## src/rtl/switch_pkg.sv

```systemverilog
// Shared types and constants for the switch forwarding path.
// Frame descriptors, dispatch FSM states and MAC helpers live here.
package switch_pkg;

  localparam int unsigned NUM_PORTS = 4;
  localparam int unsigned PORT_W    = $clog2(NUM_PORTS);
  localparam int unsigned ADDR_W    = 10;
  localparam int unsigned MAC_W     = 48;
  localparam int unsigned CNT_W     = 16;

  typedef enum logic [2:0] {
    StIdle,
    StLearn,
    StLookup,
    StWait,
    StEnq
  } dispatch_state_t;

  typedef struct packed {
    logic [PORT_W-1:0] src_port;
    logic [MAC_W-1:0]  src_mac;
    logic [MAC_W-1:0]  dst_mac;
    logic [ADDR_W-1:0] start_addr;
  } frame_desc_t;

  // I/G bit of the first octet on the wire.
  function automatic logic is_group_mac(input logic [MAC_W-1:0] mac);
    return mac[40];
  endfunction

  function automatic logic [NUM_PORTS-1:0] port_onehot(input logic [PORT_W-1:0] port);
    return NUM_PORTS'(1) << port;
  endfunction

endpackage

```

## src/rtl/desc_fifo.sv

```systemverilog
// Synchronous FIFO of frame descriptors between the write arbiter and the dispatch FSM.
// Pushes while full and pops while empty are ignored.
module desc_fifo
  import switch_pkg::*;
#(
  parameter int unsigned Depth = 4
) (
  input  logic        clk,
  input  logic        rst,
  input  logic        push_i,
  input  frame_desc_t wdata_i,
  input  logic        pop_i,
  output frame_desc_t rdata_o,
  output logic        full_o,
  output logic        empty_o
);

  localparam int unsigned PtrW = $clog2(Depth);

  frame_desc_t     mem_q [Depth];
  logic [PtrW:0]   wr_ptr_q;
  logic [PtrW:0]   rd_ptr_q;
  logic            do_push;
  logic            do_pop;

  // Extra pointer MSB distinguishes full from empty when the indices match.
  assign full_o  = (wr_ptr_q[PtrW] != rd_ptr_q[PtrW]) &&
                   (wr_ptr_q[PtrW-1:0] == rd_ptr_q[PtrW-1:0]);
  assign empty_o = (wr_ptr_q == rd_ptr_q);
  assign do_push = push_i && !full_o;
  assign do_pop  = pop_i && !empty_o;
  assign rdata_o = mem_q[rd_ptr_q[PtrW-1:0]];

  always_ff @(posedge clk) begin
    if (rst) begin
      wr_ptr_q <= '0;
      rd_ptr_q <= '0;
    end else begin
      if (do_push) wr_ptr_q <= wr_ptr_q + (PtrW+1)'(1);
      if (do_pop)  rd_ptr_q <= rd_ptr_q + (PtrW+1)'(1);
    end
  end

  always_ff @(posedge clk) begin
    if (do_push) mem_q[wr_ptr_q[PtrW-1:0]] <= wdata_i;
  end

endmodule

```

## src/rtl/frame_dispatch.sv

```systemverilog
// Forwarding-decision stage: learns the source, looks up the destination and
// enqueues the frame start pointer into the VOQs of the chosen egress ports.
module frame_dispatch
  import switch_pkg::*;
#(
  parameter int unsigned DESC_DEPTH     = 4,
  parameter int unsigned LOOKUP_TIMEOUT = 15
) (
  input  logic                 clk,
  input  logic                 rst,
  input  logic                 desc_valid_i,
  output logic                 desc_ready_o,
  input  logic [PORT_W-1:0]    desc_src_port_i,
  input  logic [MAC_W-1:0]     desc_src_mac_i,
  input  logic [MAC_W-1:0]     desc_dst_mac_i,
  input  logic [ADDR_W-1:0]    desc_start_addr_i,
  output logic                 learn_req_o,
  output logic [MAC_W-1:0]     learn_addr_o,
  output logic [PORT_W-1:0]    learn_port_o,
  output logic                 lookup_req_o,
  output logic [MAC_W-1:0]     lookup_addr_o,
  input  logic                 lookup_done_i,
  input  logic                 lookup_hit_i,
  input  logic [PORT_W-1:0]    lookup_port_i,
  input  logic [NUM_PORTS-1:0] voq_full_i,
  output logic [NUM_PORTS-1:0] voq_write_req_o,
  output logic [ADDR_W-1:0]    voq_ptr_o,
  output logic [CNT_W-1:0]     flood_count_o,
  output logic [CNT_W-1:0]     drop_count_o
);

  localparam int unsigned TimerW = $clog2(LOOKUP_TIMEOUT + 1);

  dispatch_state_t      state_q;
  dispatch_state_t      state_d;
  frame_desc_t          work_q;
  frame_desc_t          work_d;
  frame_desc_t          fifo_wdata;
  frame_desc_t          fifo_rdata;
  logic                 fifo_full;
  logic                 fifo_empty;
  logic                 fifo_pop;
  logic [NUM_PORTS-1:0] mask_q;
  logic [NUM_PORTS-1:0] mask_d;
  logic [TimerW-1:0]    timer_q;
  logic [TimerW-1:0]    timer_d;
  logic [CNT_W-1:0]     flood_q;
  logic [CNT_W-1:0]     flood_d;
  logic [CNT_W-1:0]     drop_q;
  logic [CNT_W-1:0]     drop_d;
  logic [NUM_PORTS-1:0] flood_mask;
  logic                 timed_out;
  logic                 use_flood;

  function automatic logic [PORT_W:0] popcount(input logic [NUM_PORTS-1:0] v);
    logic [PORT_W:0] n;
    n = '0;
    for (int i = 0; i < NUM_PORTS; i++) n = n + {{PORT_W{1'b0}}, v[i]};
    return n;
  endfunction

  function automatic logic [CNT_W-1:0] sat_add(input logic [CNT_W-1:0] cnt,
                                               input logic [CNT_W-1:0] inc);
    logic [CNT_W:0] sum;
    sum = {1'b0, cnt} + {1'b0, inc};
    return sum[CNT_W] ? '1 : sum[CNT_W-1:0];
  endfunction

  assign fifo_wdata = '{src_port:   desc_src_port_i,
                        src_mac:    desc_src_mac_i,
                        dst_mac:    desc_dst_mac_i,
                        start_addr: desc_start_addr_i};

  desc_fifo #(
    .Depth(DESC_DEPTH)
  ) u_desc_fifo (
    .clk     (clk),
    .rst     (rst),
    .push_i  (desc_valid_i),
    .wdata_i (fifo_wdata),
    .pop_i   (fifo_pop),
    .rdata_o (fifo_rdata),
    .full_o  (fifo_full),
    .empty_o (fifo_empty)
  );

  assign flood_mask = ~port_onehot(work_q.src_port);
  // Timer counts cycles since the lookup strobe; expiry is treated as a miss.
  assign timed_out  = (timer_q == TimerW'(LOOKUP_TIMEOUT - 1));
  assign use_flood  = is_group_mac(work_q.dst_mac) || !(lookup_done_i && lookup_hit_i);

  always_comb begin
    state_d  = state_q;
    work_d   = work_q;
    mask_d   = mask_q;
    timer_d  = timer_q;
    flood_d  = flood_q;
    drop_d   = drop_q;
    fifo_pop = 1'b0;
    unique case (state_q)
      StIdle: begin
        if (!fifo_empty) begin
          fifo_pop = 1'b1;
          work_d   = fifo_rdata;
          state_d  = StLearn;
        end
      end
      StLearn: state_d = StLookup;
      StLookup: begin
        timer_d = TimerW'(1);
        state_d = StWait;
      end
      StWait: begin
        if (lookup_done_i || timed_out) begin
          if (use_flood) begin
            mask_d  = flood_mask;
            flood_d = sat_add(flood_q, CNT_W'(1));
          end else if (lookup_port_i == work_q.src_port) begin
            mask_d = '0;
          end else begin
            mask_d = port_onehot(lookup_port_i);
          end
          state_d = StEnq;
        end else begin
          timer_d = timer_q + TimerW'(1);
        end
      end
      StEnq: begin
        drop_d  = sat_add(drop_q, CNT_W'(popcount(mask_q & voq_full_i)));
        state_d = StIdle;
      end
      default: state_d = StIdle;
    endcase
  end

  always_ff @(posedge clk) begin
    if (rst) begin
      state_q <= StIdle;
      work_q  <= '0;
      mask_q  <= '0;
      timer_q <= '0;
      flood_q <= '0;
      drop_q  <= '0;
    end else begin
      state_q <= state_d;
      work_q  <= work_d;
      mask_q  <= mask_d;
      timer_q <= timer_d;
      flood_q <= flood_d;
      drop_q  <= drop_d;
    end
  end

  assign desc_ready_o    = !fifo_full;
  assign learn_req_o     = (state_q == StLearn) && !is_group_mac(work_q.src_mac);
  assign learn_addr_o    = work_q.src_mac;
  assign learn_port_o    = work_q.src_port;
  assign lookup_req_o    = (state_q == StLookup);
  assign lookup_addr_o   = work_q.dst_mac;
  assign voq_write_req_o = (state_q == StEnq) ? (mask_q & ~voq_full_i) : '0;
  assign voq_ptr_o       = work_q.start_addr;
  assign flood_count_o   = flood_q;
  assign drop_count_o    = drop_q;

endmodule

```

## config.mk

```make
export PLATFORM = sky130hd
export DESIGN_NAME = frame_dispatch
export DESIGN_NICKNAME = d
export VERILOG_FILES = /design/src/rtl/switch_pkg.sv /design/src/rtl/desc_fifo.sv /design/src/rtl/frame_dispatch.sv
export SDC_FILE = /design/constraint.sdc
export NUM_CORES = 1
export LEC_CHECK = 0
export BUFFER_PORTS_ARGS = -buffer_cell sky130_fd_sc_hd__buf_2
export CAP_MARGIN = 20
export CELL_PAD_IN_SITES_DETAIL_PLACEMENT = 0
export CELL_PAD_IN_SITES_GLOBAL_PLACEMENT = 1
export CORE_UTILIZATION = 44
export CTS_CLUSTER_DIAMETER = 100
export CTS_CLUSTER_SIZE = 24
export DETAILED_ROUTE_END_ITERATION = 8
export PLACE_DENSITY_LB_ADDON = 0.1
export SETUP_SLACK_MARGIN = 0.02
export SLEW_MARGIN = 10
export SYNTH_ARGS = -nofsm -noshare
export SYNTH_HDL_FRONTEND = slang
export SYNTH_SLANG_ARGS = --single-unit
export TNS_END_PERCENT = 100
```

## constraint.sdc

```tcl
create_clock -name clk -period 4 [get_ports clk]
set_clock_uncertainty 0.1 [all_clocks]
set_input_delay 0.6 -clock clk [delete_from_list [all_inputs] [get_ports clk]]
set_output_delay 0.6 -clock clk [all_outputs]
set_load 0.005 [all_outputs]
```

# == After elaboration in Yosys (flattened, before gate mapping) ==
# Memory sizes are Yosys's and may differ from the RTL's. A register that Yosys moved wholly into a read port is not among the register bits.
# Cells that the tools add are included.
# op_classes
mux,14
n_shift,2
reduce_logical,18
n_bitwise,5
add_sub_neg,8
eq_ne,12
# ops
cell,count
16-bit two-way mux,2
16-bit by 1-bit adder with 17-bit output (second input constant),1
16-bit by 3-bit adder with 17-bit output,1
4-bit two-way mux,4
3-bit one-hot mux with 4 select lines,1
4-bit AND,2
4-bit inverter,2
4-bit one-hot mux with 2 select lines,1
2-bit AND reduction,4
1-bit by 2-bit left shift with 4-bit output (first input constant),2
3-bit by 1-bit adder with 3-bit output (second input constant),2
3-bit by 2-bit equality test with 1-bit output (second input constant),2
3-bit two-way mux,2
2-bit != test (second input constant),3
1-bit logical AND,5
4-bit by 1-bit adder with 4-bit output (second input constant),1
2-bit equality test,2
4-bit equality test (second input constant),1
1-bit zero test,4
1-bit two-way mux,4
2-bit by 1-bit adder with 3-bit output,1
3-bit by 1-bit adder with 3-bit output,1
3-bit by 1-bit equality test with 1-bit output (second input constant),1
3-bit equality test,1
8 further kinds,9
# totals
regBits,49
mem_count,1
inputBits,119
ramBits,432
# mem_list
memory,depth,word_bits,rd,rd_clocked_by_memory_dff,write_ports,line,source
u_desc_fifo.mem_q,4,108,1,1,1,desc_fifo.sv:20,frame_desc_t mem_q [Depth];

# == Depth between registers and ports, before layout ==
# depth
word_depth,6
depth_mapped,10
depth_no_buf,10

# == Hierarchy ==
# Synthesis repeated with hierarchy kept, for this count alone.
# unflattened
hier_cells,1378
hier_area_um2,22173.8
# by_module_without_submodules
module,area_per_inst_um2,n_inst,cells_each
desc_fifo,16119.2,1,632
frame_dispatch,6054.6,1,746

# == Least setup slack after synthesis ==
# Ideal clock, no wire load.
# synth_path
path_type,in2reg
startpoint,input desc_valid_i
endpoint,"memory u_desc_fifo.mem_q[3][0] (netlist name), enable pin"
path_buffers,0
required_ns,3.419
setup_ns,0.481
slack_ns,-0.130
path_stages,3
t_arrival_ns,3.549
cell_sequence,inv_1 -> a31oi_1 -> and2_1
# synth_via
elab_chain_len,3
# synth_rtl
element,line,source
"start, declared",frame_dispatch.sv:11,"input logic desc_valid_i,"
1-bit logical AND,desc_fifo.sv:30,assign do_push = push_i && !full_o;
1-bit two-way mux,desc_fifo.sv:45,if (do_push) mem_q[wr_ptr_q[PtrW-1:0]] <= wdata_i;
1-bit two-way mux (implied by the code),desc_fifo.sv:45,
"end, declared",desc_fifo.sv:20,
# Every way passes these cells.

# == Worst setup path after layout ==
# layout_path
startpoint,register mask_q[2]
endpoint,register drop_q[5] (netlist: drop_count_o[5])
# layout_via
elab_chain_len,5
# layout_rtl
element,line,source
"start, declared",frame_dispatch.sv:43,logic [NUM_PORTS-1:0] mask_q;
"start signal, assigned",frame_dispatch.sv:147,mask_q <= mask_d;
4-bit AND,frame_dispatch.sv:129,"drop_d = sat_add(drop_q, CNT_W'(popcount(mask_q & voq_full_i)));"
2-bit by 1-bit adder with 3-bit output,frame_dispatch.sv:58,"for (int i = 0; i < NUM_PORTS; i++) n = n + {{PORT_W{1'b0}}, v[i]};"
3-bit by 1-bit adder with 3-bit output,frame_dispatch.sv:58,
16-bit by 3-bit adder with 17-bit output,frame_dispatch.sv:65,"sum = {1'b0, cnt} + {1'b0, inc};"
16-bit two-way mux,frame_dispatch.sv:66,return sum[CNT_W] ? '1 : sum[CNT_W-1:0];
"end signal, assigned",frame_dispatch.sv:150,drop_q <= drop_d;
"end, declared",frame_dispatch.sv:49,logic [CNT_W-1:0] drop_q;
# Every way passes these cells.
# A chain may end at the register's enable or synchronous reset.

==> flow_summary.toml <==
[global_route]
grt_max_degree = 111
grt_pass1_vias = 12100
overflow = 0
grt_pass1_wl_um = 72300
grt_usage_pct = 18.9
grt_antenna_before_repair = 10

[sta]
rsz0062_at_grt = "no"
period_minus_slack_ns = 3.17
min_period_over_period_pct = 79.1
setup_viol = 0
fmax_ghz = 0.316
slew_headroom_pct = 34.9
finalSetupTns_ns = 0
tightestPinTransition_ns = 0.976
finalMaxSlewViolations = 0
finalHoldViolations = 0

[route]
via_per_inst = 5.20
drt_iter0_drc = 703
post_drt_wl_per_cell_um = 20.7
wl_um = 47000
num_vias = 11800
drcViolationCount = 0
first_pass_iters = 5
antenna_left = 0

[yosys]
async_reset_ff_share_pct = 0
synth_common_cells = "edfxtp_1, nand2_1, dfxtp_1, a21oi_1, mux4_2"
ys_types = 50
synth_area_um2 = 21800
syn_area_per_cell_um2 = 16.4
synthTopCellsByArea = "edfxtp_1, dfxtp_1, mux4_2, nand2_1, a21oi_1"
ys_seq_elements = 589
ys_warn_count = 0
synth_top_area_share_pct = 59.5
synth_top_area_cell = "edfxtp_1"
synthFlopType = "edfxtp_1"
syn_nets = 1464
synth_edf_count = 432
ys_seq_area_share_pct = 73.9
synth.most_common_cell = "edfxtp_1"
syn_inst = 1333

[min_path]
min_path_type = "primary input to flop"

[finish]
drive_gt1_share_pct = 27.9
final_core_util_pct = 50.7
final_cell_area_um2 = 24800
area_delta_synth_final_pct = 13.8
layout.nets = 1711

[floorplanning]
num_rows = 81
pin_count = 266
start_util_pct = 44.5
coreArea_um2 = 49000
die-area_um2 = 50400
die_y_um = 225
die_x_um = 225

[outcome]
status = "finished, final reports clean"

[clock_tree]
cts_tree = "built"
cts_inserted_buffers = 28
clk_pin_slew_ns = 0.10
holdBufCountCts = 0
clkLatencyLatePin_ns = 0.60
cts_resized = 0
post-cts-setup-buffer-count = 0
clock-sinks = 589
htree_levels = 1
clock_path_buffers = 3
cts_root_buffer = "clkbuf_16"

[power]
p_per_area_nw_per_um2 = 572
ir_drop_uv = 435
p_leak_nw = 8.47
total_power_w = 0.0142

[placed_design]
portBuffers = 265
gp_congestion = 0.777
place_area_um2 = 24000
dp_hpwl_um = 27800

[setup_path]
critPathKind = "flop to flop"
cp.arrival_ns = 3.59
worst_setup_path_end_kind = "flop"
crit_required_ns = 4.43
cp-start-kind = "flop"
worst-path-max-fanout = 11

[run]
cap_viol_max_count = 0
[layer usage]
| metal | global-route usage (%) | routed length [um] | part of all wire, % |
|---|---|---|---|
| met5 | 0 | 75 | 0.16 |
| met4 | 4.28 | 795 | 1.7 |
| met3 | 4.27 | 2740 | 5.8 |
| met2 | 31.8 | 23200 | 49 |
| met1 | 25.0 | 20200 | 43 |
[state kept, by name, summed over array words and instances, names as in the netlist]
register and count:
u_desc_fifo.mem_q 432, learn_addr_o 48, lookup_addr_o 48, drop_count_o 16, flood_count_o 16, voq_ptr_o 10, mask_q 4, timer_q 4
state_q 3, u_desc_fifo.rd_ptr_q 3, u_desc_fifo.wr_ptr_q 3, learn_port_o 2
[final timing paths]
check,to,start,cells after the start,slack (ns)
min reg2reg,lookup_addr_o[0],lookup_addr_o[0],2,0.35
max reg2reg,drop_count_o[5],mask_q[2],9,0.83
max,drop_count_o[5],mask_q[2],9,0.83
min,u_desc_fifo.mem_q[2][44],desc_dst_mac_i[34],1,0.11
[area by class of cell]
class	count	area [um2]
fill	4210	24100
sequential	589	16100
multi-input combinational	660	5340
timing repair buffer	288	1630
tap	664	831
clock buffer	50	805
inverter	13	48.8
clock inverter	2	15.0
antenna	4	10.0
[report_power, final]
| part | switching [W] | internal, W |
|---|---|---|
| sequential | 0.000340 | 0.00726 |
| combinational | 0.00196 | 0.00141 |
| clock | 0.00185 | 0.00138 |
| total | 0.00415 | 0.0100 |
[logic make-up (layout without fill, tap and decap cells)]
| family | Yosys count | in the layout | synth area share (%) |
|---|---|---|---|
| AOI/OAI and AO/OA | 167 | 167 | 4.18 |
| xor gates and xnor gates | 28 | 28 | 1.13 |
| other | 0 | 4 | 0 |
| DFF | 589 | 589 | 73.9 |
| muxes | 112 | 112 | 11.3 |
| buffers and inverters | 84 | 353 | 1.72 |
| adders and majority gates | 12 | 12 | 0.792 |
| and+or+nand+nor | 341 | 341 | 6.91 |
[metrics by stage]
stage / cells / setup WS, ns / hold slack (ns)
floorplan: 1333 / 1.04 / 0.345
global placement: 2214 / 0.595 / 0.338
detailed placement: 2214 / 0.560 / 0.343
CTS: 2266 / 0.844 / 0.0744
global route: 2268 / 0.637 / 0.0822
finish: 2270 / 0.835 / 0.110
[worst max-delay path: stages (launching register included)]
cell and delay, ns:
dfxtp_1 0.41, nand2_1 0.09, fa_1 0.47, fa_1 0.45, inv_1 0.08, fa_1 0.16, nand4bb_1 0.23, nor3_2 0.50
nand2_1 0.39, a21oi_1 0.23
[layout by cell type, fill, tap and decap left out, types with 5 or more instances in the layout]
| master | count |
|---|---|
| nand4_1 | 5 |
| buf_4 | 13 |
| xnor2_1 | 18 |
| nor3_1 | 11 |
| a21oi_1 | 141 |
| ha_1 | 9 |
| and2_4 | 5 |
| nor2_1 | 26 |
| nand3_1 | 14 |
| nand2_1 | 244 |
| clkbuf_16 | 29 |
| buf_2 | 264 |
| a31oi_1 | 7 |
| nor3b_1 | 7 |
| edfxtp_1 | 432 |
| buf_12 | 10 |
| dfxtp_1 | 155 |
| clkbuf_1 | 21 |
| mux4_2 | 108 |
| inv_1 | 13 |
| xor2_1 | 10 |
No activity file was read; power rests on OpenSTA's default activity.
